`config.mk`:
```
export PLATFORM = sky130hd
export DESIGN_NAME = btn_repeat
export DESIGN_NICKNAME = d
export VERILOG_FILES = /design/src/rtl/btn_repeat_pkg.sv /design/src/rtl/btn_repeat_ch.sv /design/src/rtl/btn_repeat.sv
export SDC_FILE = /design/constraint.sdc
export NUM_CORES = 1
export LEC_CHECK = 0
export CORE_AREA = 2 2 39 41
export CTS_CLUSTER_DIAMETER = 120
export CTS_CLUSTER_SIZE = 40
export DETAILED_ROUTE_END_ITERATION = 6
export DIE_AREA = 0 0 41 43
export PLACE_DENSITY = 0.36
export SETUP_SLACK_MARGIN = 0.2
export SLEW_MARGIN = 10
export SYNTH_ARGS = -nofsm -noshare
export SYNTH_HDL_FRONTEND = slang
export SYNTH_HIERARCHICAL = 1
export SYNTH_SLANG_ARGS = --single-unit
```
`constraint.sdc`:
```
create_clock -name clk -period 1.4 [get_ports clk]
set_clock_uncertainty 0.15 [all_clocks]
set_input_delay 0.14 -clock clk [delete_from_list [all_inputs] [get_ports clk]]
set_output_delay 0.14 -clock clk [all_outputs]
set_load 0.02 [all_outputs]
```
`src/rtl/btn_repeat_pkg.sv`:
```
// Package shared by the paddle-button auto-repeat block.
// Holds the per-channel state encoding and the default timing constants
// (100 MHz system clock assumed for the defaults).
package btn_repeat_pkg;

  typedef enum logic [1:0] {
    ST_IDLE   = 2'd0,
    ST_HOLD   = 2'd1,
    ST_REPEAT = 2'd2
  } btn_state_t;

  // 300 ms until the first repeat, then one step every 50 ms.
  localparam int DEF_HOLD_DELAY    = 30_000_000;
  localparam int DEF_REPEAT_PERIOD = 5_000_000;
  localparam int DEF_CNT_W         = 25;

  localparam int NUM_CH = 2;

endpackage

```
`src/rtl/btn_repeat_ch.sv`:
```
// One button channel: turns a clean effective level into step pulses.
// The first step comes one cycle after the first sampled edge with eff=1.
// When BTN_REPEAT_EN is defined, further steps follow after HOLD_DELAY
// cycles and then every REPEAT_PERIOD cycles while the level stays high.
// When BTN_REPEAT_EN is undefined there is one step per press and no counter.
// Ports:
//   clk  - system clock, posedge
//   rst  - asynchronous active-high reset
//   eff  - effective pressed level (already conflict-masked)
//   step - one-cycle step pulse (registered)
//   held - registered, 1 while the channel is in HOLD or REPEAT
module btn_repeat_ch
  import btn_repeat_pkg::*;
#(
  parameter int HOLD_DELAY    = DEF_HOLD_DELAY,
  parameter int REPEAT_PERIOD = DEF_REPEAT_PERIOD,
  parameter int CNT_W         = DEF_CNT_W
) (
  input  logic clk,
  input  logic rst,
  input  logic eff,
  output logic step,
  output logic held
);

  btn_state_t state_reg;
  logic       step_reg;
  logic       held_reg;

`ifdef BTN_REPEAT_EN
  localparam logic [CNT_W-1:0] HOLD_LAST   = CNT_W'(HOLD_DELAY - 1);
  localparam logic [CNT_W-1:0] REPEAT_LAST = CNT_W'(REPEAT_PERIOD - 1);

  logic [CNT_W-1:0] cnt_reg;

  // Release is tested before terminal count so that dropping the button on
  // the terminal edge yields no step and returns straight to IDLE.
  always_ff @(posedge clk or posedge rst) begin
    if (rst) begin
      state_reg <= ST_IDLE;
      cnt_reg   <= '0;
      step_reg  <= 1'b0;
      held_reg  <= 1'b0;
    end else begin
      step_reg <= 1'b0;
      case (state_reg)
        ST_IDLE: begin
          cnt_reg <= '0;
          if (eff) begin
            state_reg <= ST_HOLD;
            step_reg  <= 1'b1;
            held_reg  <= 1'b1;
          end else begin
            held_reg  <= 1'b0;
          end
        end
        ST_HOLD: begin
          if (!eff) begin
            state_reg <= ST_IDLE;
            cnt_reg   <= '0;
            held_reg  <= 1'b0;
          end else if (cnt_reg == HOLD_LAST) begin
            state_reg <= ST_REPEAT;
            cnt_reg   <= '0;
            step_reg  <= 1'b1;
            held_reg  <= 1'b1;
          end else begin
            cnt_reg   <= cnt_reg + CNT_W'(1);
            held_reg  <= 1'b1;
          end
        end
        ST_REPEAT: begin
          if (!eff) begin
            state_reg <= ST_IDLE;
            cnt_reg   <= '0;
            held_reg  <= 1'b0;
          end else if (cnt_reg == REPEAT_LAST) begin
            cnt_reg   <= '0;
            step_reg  <= 1'b1;
            held_reg  <= 1'b1;
          end else begin
            cnt_reg   <= cnt_reg + CNT_W'(1);
            held_reg  <= 1'b1;
          end
        end
        default: begin
          state_reg <= ST_IDLE;
          cnt_reg   <= '0;
          held_reg  <= 1'b0;
        end
      endcase
    end
  end
`else
  // Single-shot variant: HOLD simply waits for release.
  always_ff @(posedge clk or posedge rst) begin
    if (rst) begin
      state_reg <= ST_IDLE;
      step_reg  <= 1'b0;
      held_reg  <= 1'b0;
    end else begin
      step_reg <= 1'b0;
      case (state_reg)
        ST_IDLE: begin
          if (eff) begin
            state_reg <= ST_HOLD;
            step_reg  <= 1'b1;
            held_reg  <= 1'b1;
          end else begin
            held_reg  <= 1'b0;
          end
        end
        ST_HOLD: begin
          if (!eff) begin
            state_reg <= ST_IDLE;
            held_reg  <= 1'b0;
          end else begin
            held_reg  <= 1'b1;
          end
        end
        default: begin
          state_reg <= ST_IDLE;
          held_reg  <= 1'b0;
        end
      endcase
    end
  end
`endif

  assign step = step_reg;
  assign held = held_reg;

endmodule

```
`src/rtl/btn_repeat.sv`:
```
// Paddle-button step generator: sits between the debouncer and the paddle
// position logic. Opposing buttons held together cancel; each remaining
// effective level drives one btn_repeat_ch channel.
// Optional feature: define BTN_REPEAT_EN for auto-repeat while held;
// without it each press gives exactly one step.
// Ports:
//   clk              - system clock, posedge
//   rst              - asynchronous active-high reset
//   btn_in_1/2       - debounced button levels (1 = pressed)
//   step_1/2         - one-cycle step pulses
//   held_1/2         - registered, 1 while the channel is in HOLD or REPEAT
module btn_repeat
  import btn_repeat_pkg::*;
#(
  parameter int HOLD_DELAY    = DEF_HOLD_DELAY,
  parameter int REPEAT_PERIOD = DEF_REPEAT_PERIOD,
  parameter int CNT_W         = DEF_CNT_W
) (
  input  logic clk,
  input  logic rst,
  input  logic btn_in_1,
  input  logic btn_in_2,
  output logic step_1,
  output logic step_2,
  output logic held_1,
  output logic held_2
);

  logic [NUM_CH-1:0] btn_vec;
  logic [NUM_CH-1:0] eff_vec;
  logic [NUM_CH-1:0] step_vec;
  logic [NUM_CH-1:0] held_vec;

  assign btn_vec = {btn_in_2, btn_in_1};

  // Each channel is masked by its opposite button; both pressed means
  // neither, so releasing one of a held pair looks like a fresh press.
  for (genvar gi = 0; gi < NUM_CH; gi++) begin : g_ch
    assign eff_vec[gi] = btn_vec[gi] & ~btn_vec[NUM_CH-1-gi];

    btn_repeat_ch #(
      .HOLD_DELAY    (HOLD_DELAY),
      .REPEAT_PERIOD (REPEAT_PERIOD),
      .CNT_W         (CNT_W)
    ) u_ch (
      .clk  (clk),
      .rst  (rst),
      .eff  (eff_vec[gi]),
      .step (step_vec[gi]),
      .held (held_vec[gi])
    );
  end

  assign step_1 = step_vec[0];
  assign step_2 = step_vec[1];
  assign held_1 = held_vec[0];
  assign held_2 = held_vec[1];

endmodule

```
==> run summary <==
Vias in the first global route = 139
Ports = 8
WL per Instance = 6.86 um
Crit path required time = 1.11 ns
P&R area growth vs syn = 62.9%
Dpl cells = 39
Final Non-Filler Cells = 43
Vias = 143
Async SR Flop Fraction = 1.00
Post-Syn Area = 223 sq um
LEAKAGE = 0.183 nW
Die area = 1760 sq um
Final period util = 0.828
CTS tree = built
Inserted Clock Buffers = 3
Power Total = 0.549 mW
FMAX = 863 MHz
Worst vdd ir = 549 uV
First-pass GRT wire length = 510 um
GP Congestion = 0.545
Synth unique cells = 6
Site Rows = 14
Share of layout cells above drive strength 1 = 0.222
H-tree depth = 1
Worst skew pair latency = 0.23 ns
Sink Count = 6
Maxcap violations = 0
Syn Nets = 22
Ranking of synthesized cells by area = dfrtp_1 (67%), ha_1 (11%), xnor2_1 (7.9%)
Critical-path top delay cell = dfrtp_1
Mapped Cells = 16
Pins Over Slew Limit = 0
Multi-input gate area = 72.6 sq um
Core box area = 1380 sq um
Avg Cell Area, Syn = 13.9 sq um
Seq/Total Area, Yosys = 0.674
Complex-gate fraction of the synthesized area = 0
Fin crit period = 1.16 ns
Worst Tran Pin Value = 0.202 ns
Synth Register Bits = 6
Initial Util = 0.161
Fillers = 150
Post-Synth Adder-Cell Area = 0.112
Delay-heaviest family, CP = flip-flops
Post-layout util = 0.262
EDFF count, synth = 0
Synth top cells by count = dfrtp_1 (6), inv_1 (4), ha_1 (2), xnor2_1 (2)
# diodes = 0
Post-route DRC = 0
Reg area = 150 sq um
Largest family of logic cells by synthesized area = adder cells
Vias per std cell = 3.33
Dominant synthesized flop cell = dfrtp_1
Final WL = 295 um
CP max stage delay = 0.36 ns
Post-synthesis mux area share = 0
Largest area contributor in the netlist = dfrtp_1
Max transition margin = 0.866
Hold Crit Class = in -> reg
Worst path arrival time = 0.87 ns
Initial antenna violation count = 0
Crit path kind = reg -> out
Total global routing track utilization = 0.0515
Synth Area in XOR/XNOR = 0.0787
Port Buffer Count = 7
CP bufs+invs = 1
CTS root buffer = clkbuf_4
Simple-gate share of the synthesized area = 0.0674
Critical Path Fanout Max = 1
Die width = 41 um
Final Hold Viols = 0
Reg clk slew, reported paths = 0.04 ns
Run status = finished clean
Largest net degree at the start of global routing = 4
Setup crit end kind = primary output
Routed Antenna Nets = 0
Pwr dens = 1510 nW/um^2
Nets = 35
Initial drt markers = 0
Setup violators final = 0
RSZ-0062 raised after global routing = no
Top-count cell post-synth = dfrtp_1
Post-synth top area share = 0.674
Yosys Warn Count = 6
Crit-path cells = clkdlybuf4s15_1
Clk buf depth = 2
Grt ovf = 0
TritonRoute pass-1 iters = 1
Setup crit start kind = flop
Die height = 43 um
[worst paths after layout]
| path | from | endpoint | depth (start not counted) | slack, ns |
|---|---|---|---|---|
| max | g_ch[1].u_ch/held$_DFF_PP0_ | held_2 | 1 | 0.24 |
| min | btn_in_1 | g_ch[0].u_ch/held$_DFF_PP0_ | 2 | 0.06 |
| max reg2reg | g_ch[0].u_ch/state_reg[0]$_DFFE_PP0P_ | g_ch[0].u_ch/state_reg[0]$_DFFE_PP0P_ | 3 | 0.33 |
| min reg2reg | g_ch[0].u_ch/state_reg[0]$_DFFE_PP0P_ | g_ch[0].u_ch/state_reg[0]$_DFFE_PP0P_ | 1 | 0.32 |
| max in group asynchronous | rst | g_ch[1].u_ch/held$_DFF_PP0_ | 3 | 0.45 |
| min in group asynchronous | rst | g_ch[0].u_ch/state_reg[0]$_DFFE_PP0P_ | 3 | 0.51 |
[worst register-to-register path, stage by stage, from the launching register on]
cell,delay (ns)
dfrtp_1,0.35
inv_1,0.05
ha_1,0.28
xnor2_1,0.12
[cell families (layout without fill, tap and decap cells)]
family | count (synthesis) | after routing
xor+xnor | 2 | 2
fa+ha+maj | 2 | 2
buf+inv | 4 | 15
flops | 6 | 6
simple gates | 2 | 2
[what timing repair did]
item | 4_1_cts | 5_1_grt
buffers inserted | 0 | 0
pin swaps | 1 | 0
hold buffers | 1 | 0
endpoints found under the setup margin | 6 | 4
gates resized for setup | 8 | 3
endpoints found under the hold margin | 6 | 0
[metal layers]
metal	global-route usage	vias up	share of wire
li1	-	69	-
met1	0.0459	68	0.40
met2	0.0594	6	0.48
met3	0.0628	0	0.12
met4	0.0400	0	0
met5	0	-	0
[metrics by stage]
stage | setup slack, ns | hold slack [ns] | cell area (sq um) | TNS (ns)
after CTS | 0.188 | 0.321 | 358 | 0
after global routing | 0.201 | 0.0919 | 363 | 0
final | 0.241 | 0.0584 | 363 | 0
after detailed placement | -0.127 | 0.198 | 313 | -0.185
after floorplan | 0.365 | -0.256 | 223 | 0
after global placement | -0.112 | 0.202 | 313 | -0.157
[final cells by class]
| class | count | share of cell area |
|---|---|---|
| clock buffers | 3 | 0.0621 |
| inverters | 4 | 0.0414 |
| multi-input cells | 6 | 0.200 |
| flip-flops and latches | 6 | 0.414 |
| well taps | 16 | 0.0552 |
| repair buffers | 8 | 0.228 |
[cell usage in the layout, fill, tap and decap left out]
cell and count:
dlygate4sd3_1 1, ha_4 1, xnor2_1 2, dlymetal6s2s_1 1, clkbuf_4 3, dfrtp_1 6
ha_1 1, clkdlybuf4s50_1 2, and2b_2 1, clkdlybuf4s15_1 4, inv_1 4, nor2b_2 1
[report_power, final]
part           leakage [nW]  internal, mW  switching, mW  total [mW]
Clock                0.0138        0.0962         0.0517       0.148
Sequential           0.0760         0.220         0.0225       0.242
Combinational        0.0934        0.0886         0.0704       0.159
Note: power is estimated with default switching activity, not from simulation.
